<file path="config.mk">
export PLATFORM = sky130hd
export DESIGN_NAME = wb_regfile_flat
export DESIGN_NICKNAME = d
export VERILOG_FILES = /design/src/rtl/wb_regfile_if.sv /design/src/rtl/wb_regfile.sv /design/src/flat_wrapper.sv
export SDC_FILE = /design/constraint.sdc
export NUM_CORES = 2
export LEC_CHECK = 0
export CORE_AREA = 2 2 375 377
export CTS_CLUSTER_DIAMETER = 30
export DETAILED_ROUTE_END_ITERATION = 8
export DIE_AREA = 0 0 377 379
export HOLD_SLACK_MARGIN = 0.15
export PLACE_DENSITY = 0.54
export RECOVER_POWER = 100
export SYNTH_ARGS = -nofsm -noshare
export SYNTH_HDL_FRONTEND = slang
export SYNTH_SLANG_ARGS = --single-unit
</file>
<file path="constraint.sdc">
create_clock -name clk -period 5.21 [get_ports clk]
set_clock_uncertainty 0.05 [all_clocks]
set_input_delay 1.3025 -clock clk [delete_from_list [all_inputs] [get_ports clk]]
set_output_delay 1.3025 -clock clk [all_outputs]
set_load 0.01 [all_outputs]
</file>
<file path="src/rtl/wb_regfile_if.sv">
// wb_regfile_if: MEM->WB writeback bus plus ID-stage read ports for wb_regfile
interface wb_regfile_if #(
  parameter int DATA_W = 32,
  parameter int ADDR_W = 5,
  parameter int CNT_W  = 32
);
  logic              RegWrite_in;
  logic [1:0]        MemToReg_in;
  logic [DATA_W-1:0] ReadDataMem_in;
  logic [DATA_W-1:0] ALUResult_in;
  logic [ADDR_W-1:0] RegDestination_in;
  logic [DATA_W-1:0] PCPlus8_in;
  logic [ADDR_W-1:0] ReadReg1_in;
  logic [ADDR_W-1:0] ReadReg2_in;
  logic [DATA_W-1:0] ReadData1_out;
  logic [DATA_W-1:0] ReadData2_out;
  logic [DATA_W-1:0] WriteData_out;
  logic [CNT_W-1:0]  CommitCount_out;
  modport master (
    output RegWrite_in, MemToReg_in, ReadDataMem_in, ALUResult_in,
           RegDestination_in, PCPlus8_in, ReadReg1_in, ReadReg2_in,
    input  ReadData1_out, ReadData2_out, WriteData_out, CommitCount_out
  );
  modport slave (
    input  RegWrite_in, MemToReg_in, ReadDataMem_in, ALUResult_in,
           RegDestination_in, PCPlus8_in, ReadReg1_in, ReadReg2_in,
    output ReadData1_out, ReadData2_out, WriteData_out, CommitCount_out
  );
endinterface

</file>
<file path="src/rtl/wb_regfile.sv">
// wb_regfile: writeback mux fused with a 32x32 register file, bypassed read ports and commit counter
module wb_regfile #(
  parameter int DATA_W = 32,
  parameter int ADDR_W = 5,
  parameter int CNT_W  = 32
) (
  input logic         clk,
  input logic         reset,
  wb_regfile_if.slave bus
);
  localparam int NREG = 2 ** ADDR_W;
  logic [DATA_W-1:0] regs [NREG];
  logic [CNT_W-1:0]  count;
  logic              commit;
  // Writeback select; the reserved encoding yields zero so a bad decode commits nothing harmful
  always_comb begin
    bus.WriteData_out = bus.MemToReg_in == 2'b00 ? bus.ALUResult_in :
                        bus.MemToReg_in == 2'b01 ? bus.ReadDataMem_in :
                        bus.MemToReg_in == 2'b10 ? bus.PCPlus8_in : '0;
    commit = bus.RegWrite_in && bus.RegDestination_in != '0;
  end
  // Read ports: r0 is zero, then same-cycle write-through, then storage
  always_comb begin
    bus.ReadData1_out = bus.ReadReg1_in == '0 ? '0 :
                        commit && bus.RegDestination_in == bus.ReadReg1_in ? bus.WriteData_out :
                        regs[bus.ReadReg1_in];
    bus.ReadData2_out = bus.ReadReg2_in == '0 ? '0 :
                        commit && bus.RegDestination_in == bus.ReadReg2_in ? bus.WriteData_out :
                        regs[bus.ReadReg2_in];
  end
  // Commit and count; reset wins over any write presented in the same cycle
  always_ff @(posedge clk) begin
    if (reset) begin
      for (int i = 0; i < NREG; i++) regs[i] <= '0;
      count <= '0;
    end else if (commit) begin
      regs[bus.RegDestination_in] <= bus.WriteData_out;
      count <= count + CNT_W'(1);
    end
  end
  assign bus.CommitCount_out = count;
endmodule
</file>
<file path="src/flat_wrapper.sv">
// flat-port wrapper written by rule: the top's interface ports become plain ports
module wb_regfile_flat 
#(
  parameter int DATA_W = 32,
  parameter int ADDR_W = 5,
  parameter int CNT_W  = 32
)
  (clk, reset, bus_RegWrite_in, bus_MemToReg_in, bus_ReadDataMem_in, bus_ALUResult_in, bus_RegDestination_in, bus_PCPlus8_in, bus_ReadReg1_in, bus_ReadReg2_in, bus_ReadData1_out, bus_ReadData2_out, bus_WriteData_out, bus_CommitCount_out);
  wb_regfile_if #(.DATA_W(DATA_W), .ADDR_W(ADDR_W), .CNT_W(CNT_W)) bus_i ();
  input logic clk;
  input logic reset;
  input wire logic [$bits(bus_i.RegWrite_in)-1:0] bus_RegWrite_in;
  input wire logic [$bits(bus_i.MemToReg_in)-1:0] bus_MemToReg_in;
  input wire logic [$bits(bus_i.ReadDataMem_in)-1:0] bus_ReadDataMem_in;
  input wire logic [$bits(bus_i.ALUResult_in)-1:0] bus_ALUResult_in;
  input wire logic [$bits(bus_i.RegDestination_in)-1:0] bus_RegDestination_in;
  input wire logic [$bits(bus_i.PCPlus8_in)-1:0] bus_PCPlus8_in;
  input wire logic [$bits(bus_i.ReadReg1_in)-1:0] bus_ReadReg1_in;
  input wire logic [$bits(bus_i.ReadReg2_in)-1:0] bus_ReadReg2_in;
  output wire logic [$bits(bus_i.ReadData1_out)-1:0] bus_ReadData1_out;
  output wire logic [$bits(bus_i.ReadData2_out)-1:0] bus_ReadData2_out;
  output wire logic [$bits(bus_i.WriteData_out)-1:0] bus_WriteData_out;
  output wire logic [$bits(bus_i.CommitCount_out)-1:0] bus_CommitCount_out;
  assign bus_i.RegWrite_in = bus_RegWrite_in;
  assign bus_i.MemToReg_in = bus_MemToReg_in;
  assign bus_i.ReadDataMem_in = bus_ReadDataMem_in;
  assign bus_i.ALUResult_in = bus_ALUResult_in;
  assign bus_i.RegDestination_in = bus_RegDestination_in;
  assign bus_i.PCPlus8_in = bus_PCPlus8_in;
  assign bus_i.ReadReg1_in = bus_ReadReg1_in;
  assign bus_i.ReadReg2_in = bus_ReadReg2_in;
  assign bus_ReadData1_out = bus_i.ReadData1_out;
  assign bus_ReadData2_out = bus_i.ReadData2_out;
  assign bus_WriteData_out = bus_i.WriteData_out;
  assign bus_CommitCount_out = bus_i.CommitCount_out;
  wb_regfile #(.DATA_W(DATA_W), .ADDR_W(ADDR_W), .CNT_W(CNT_W)) u_core (.clk(clk), .reset(reset), .bus(bus_i));
endmodule
</file>
# Yosys cells after proc, flatten, opt, wreduce, memory -nomap -nowiden
# Memories as Yosys holds them, arrays and structs flattened.
# Cells that the tools add are included.
[word_totals] ff_bits=32 inputBits=116 wordCells=30 n_memories=1 out_inout_bits=128 mem_bits_rw=1024
[classes] reduce_logical=8 n_eq_ne=4 n_addsub=1 mux=15
[memory_table] name="u_core.regs" words=32 word_bits=32 rd=2 rd_ports_with_merged_regs=0 write_ports=32 line="wb_regfile.sv:12" source="logic [DATA_W-1:0] regs [NREG];"
[op_table] cell="2-to-1 mux 32 bit" count=8
[op_table] cell="adder 32 x 1 -> 32 bit, second input constant" count=1
[op_table] cell="OR reduction 32 bit" count=1
[op_table] cell="equality test 5 bit" count=2
[op_table] cell="logical NOT 5 bit" count=2
[op_table] cell="2-to-1 mux 1 bit" count=6
[op_table] cell="2-to-1 mux 5 bit" count=1
[op_table] cell="nonzero test 5 bit" count=1
[op_table] cell="logical AND 1 bit" count=3
[op_table] cell="equality test 2 x 1 -> 1 bit, second input constant" count=1
[op_table] cell="equality test 2 bit, second input constant" count=1
[op_table] cell="logical NOT 2 bit" count=1

# Logic depth before layout (Yosys ltp)
[logic_depth] ltp_word=7 ltp_mapped=11 ltp_nobuf=6

# Worst setup path after synthesis
# OpenSTA, ideal clock, no wires.
[synth_timing] path_type="input -> output" startpoint="in bus_ReadReg2_in[0]" endpoint="out bus_ReadData2_out[14]" path_buffers=4 cell_stages=9 required_ns=3.858 t_arrival_ns=3.150 setup_slack_ns=0.707 path_cell_list="buf_4 buf_6 buf_6 buf_2 mux4_2 a22oi_1 o21ai_0 a211oi_1 a21oi_1"
[synth_via] elab_chain_len=4 elab_cells_between_ends=6 cone_classes="eq/ne: 1; mux: 2; reduce/logical: 2; memory: 1"
[synth_rtl] element="from (decl)" line="flat_wrapper.sv:19" source="input wire logic [$bits(bus_i.ReadReg2_in)-1:0] bus_ReadReg2_in;"
[synth_rtl] element="parallel branches: the longest is 3 deep, another holds memory (32 x 32 bit)"
[synth_rtl] element="2-to-1 mux 32 bit (*)" line="wb_regfile.sv:27" source="bus.ReadData2_out = bus.ReadReg2_in == '0 ? '0 :"
[synth_rtl] element="to (decl)" line="flat_wrapper.sv:21" source="output wire logic [$bits(bus_i.ReadData2_out)-1:0] bus_ReadData2_out;"
# Mark *: on every way between the ends.

==> flow_summary.ini <==
[placed_design]
post-dp-hpwl_mm = 142
gp_congestion = 0.884
place.port_buffers = 243
placed_area_um2 = 63500
place_inst = 6249

[setup_path]
worst_ep_arrival_time_ps = 5670
critPathKind = input port to flip-flop
path_max_fanout = 59
required_ps = 5590
critPathCaptureType = flip-flop
crit_path_start_kind = input port

[drt]
vias_per_cell = 6.24
drcViolationCount = 0
drtIter0Drc = 5750
dr_total_vias = 41600
drt-total-wl_mm = 225
wl_per_cell_um = 33.7
drt_first_pass_iters = 6
ant_nets = 0

[timing]
worstMarginPinSlew_ps = 4180
hold_viol = 0
final.setup.worst_slack_ps = -78.9
fin_crit_ps = 5290
final.setup.tns_ps = -5380
period_share = 1.02
fmax_mhz = 189
maxSlewHeadroom = -1.79
whs_ps = 446
rsz0062_at_grt = false
setup_viol = 202
slew_viol_final = 446

[run_status]
violations = max-capacitance violations, max-slew violations, negative setup slack
status = finished, violations left

[finish]
fin_util = 0.507
fill_cells = 11900
ff_latch_area_um2 = 31400
layout_commonest_cell = nor2_1
fin_cells = 6670
layout_common_cells = nor2_1 (1071), edfxtp_1 (1024), mux4_2 (425), buf_4 (316), mux2i_1 (308)
drive_above_1_share = 0.289
fin_nets = 4786
synthToLayoutAreaGrowth_pct = 27.6
multi_input_area_um2 = 22300
finish.instance_area_um2 = 70400

[global_route]
overflow = 0
grt_pass1_vias = 41000
grt_use_total = 0.314
grt_pass1_wl_mm = 312
antenna_found_initial = 13
grt_max_degree = 60

[run]
drv_cap = 13

[cts]
cts_made_buffers = 221
cts.sinks = 1056
clk_latency_ps = 810
cts_tree = done
h-tree-depth = 4
clkTransAtPathRegs_ps = 50
cts_buffer_depth = 3
cts_hold_repair.buffers = 0
root_buffer = clkbuf_16

[logic_synthesis]
netlist_instances = 4094
synth_ff_type = edfxtp_1
synth.distinct_cells = 58
synth-seq-cells = 1056
synth_area_um2 = 55200
async_flop_share = 0
avgSynthCellArea_um2 = 13.5
ys_seq_area_frac = 0.569
yosys_warnings = 0
synth-edff-count = 1024

[floorplan]
die_area_um2 = 143000
core_area_um2 = 139000
rows = 137
initial_core_util = 0.397
die-height_um = 379
pin_count = 244
fp.dieW_um = 377

[pwr]
p_leak_nw = 25.6
seqPwrFrac = 0.370
vdd_ir_drop_max_uv = 366
p_comb_frac = 0.128
switchingPower_mw = 6.93
power.internal_mw = 20.2
power_density_nw_per_um2 = 385
switching_share = 0.256
p_clk_frac = 0.502

[worst_hold_path]
hp-class = flip-flop to flip-flop
repair_timing:
item / CTS / global route
endpoints found under the setup margin: 64 / 30
hold endpoints to repair: 0 / 0
setup buffers: 3 / 1
resized for setup: 82 / 44
pin swaps: 7 / 4
power groups by stage:
stage	clock network [mW]	registers [mW]	logic (mW)
6_report	13.6	10.0	3.48
5_1_grt	14.1	10.1	3.61
4_1_cts	13.7	10.0	3.49
3_5_place_dp	0	10.2	3.50
3_3_place_gp	0	10.1	3.51
2_1_floorplan	0	10.1	1.76
stage by stage:
stage	setup WS, ps	power, mW
after global placement	-477	13.6
after detailed placement	-458	13.7
after global routing	2.48	27.8
after CTS	2.01	27.2
after floorplan	707	11.8
final	-78.9	27.1
state kept, by name, indices dropped and copies added (netlist names):
signal and cells:
u_core.regs 1024, u_core.bus.CommitCount_out 32
path summary, 6_finish.rpt:
path / slack, ps / endpoint / depth (start not counted) / from
setup / recovery: -80 / u_core.regs[31][21]$_SDFFCE_PN0P_ / 4 / reset
hold / removal: 450 / u_core.bus.CommitCount_out[1]$_SDFFE_PP0P_ / 2 / u_core.bus.CommitCount_out[1]$_SDFFE_PP0P_
setup reg to reg: 2910 / u_core.bus.CommitCount_out[30]$_SDFFE_PP0P_ / 6 / u_core.bus.CommitCount_out[10]$_SDFFE_PP0P_
hold reg to reg: 450 / u_core.bus.CommitCount_out[1]$_SDFFE_PP0P_ / 2 / u_core.bus.CommitCount_out[1]$_SDFFE_PP0P_
worst max-delay path: stages:
cell      delay [ps]
buf_4            100
clkbuf_1        2840
nand2b_1         750
buf_4            580
layer usage:
metal / wire [um] / vias to the layer above / global-route usage
met5: 85 / - / 0
met4: 9470 / 14 / 0.122
met3: 28400 / 481 / 0.0906
met2: 101000 / 2774 / 0.482
met1: 85700 / 21400 / 0.420
li1: - / 16900 / -
cell type report:
class / count / share of cell area
sequential: 1056 / 0.446
multi-input combinational: 2603 / 0.317
timing repair buffer: 747 / 0.0989
clock buffer: 261 / 0.0831
tap: 1807 / 0.0321
clock inverter: 154 / 0.0203
inverter: 40 / 0.00213
antenna: 2 / 0.0000711
kinds of logic (layout without fill, tap and decap cells):
| group | after synthesis | count (layout) | synth area share |
|---|---|---|---|
| compound gates | 493 | 493 | 0.0615 |
| buf+inv | 466 | 1202 | 0.0382 |
| mux | 733 | 733 | 0.229 |
| fa+ha+maj | 1 | 1 | 0.000227 |
| flops | 1056 | 1056 | 0.569 |
| other cells | 1 | 34 | 0.0000680 |
| simple gates | 1312 | 1312 | 0.0965 |
| xor+xnor | 32 | 32 | 0.00508 |
Yosys cell counts, types with 8 or more instances:
cell	number	share of area
o22ai_1	19	0.0022
nand2_1	83	0.0056
nor2b_1	23	0.0026
mux2i_1	308	0.056
xor2_1	27	0.0043
or3_1	8	0.00091
and2_1	17	0.0019
buf_2	47	0.0043
nand2b_1	33	0.0037
nor2_1	1073	0.073
a21oi_1	116	0.011
a22oi_1	53	0.0072
a221oi_1	104	0.017
inv_1	39	0.0027
o2111ai_1	9	0.0014
o21ai_1	17	0.0015
mux4_2	425	0.17
buf_6	24	0.0049
edfxtp_1	1024	0.56
a221o_1	21	0.0038
buf_4	31	0.0042
a211oi_1	48	0.0065
dfxtp_1	32	0.012
nor3_1	13	0.0012
clkbuf_1	299	0.020
nand3_1	18	0.0016
buf_1	23	0.0016
nand4_1	12	0.0014
o21ai_0	72	0.0065
Note: power is estimated with default switching activity, not from simulation.
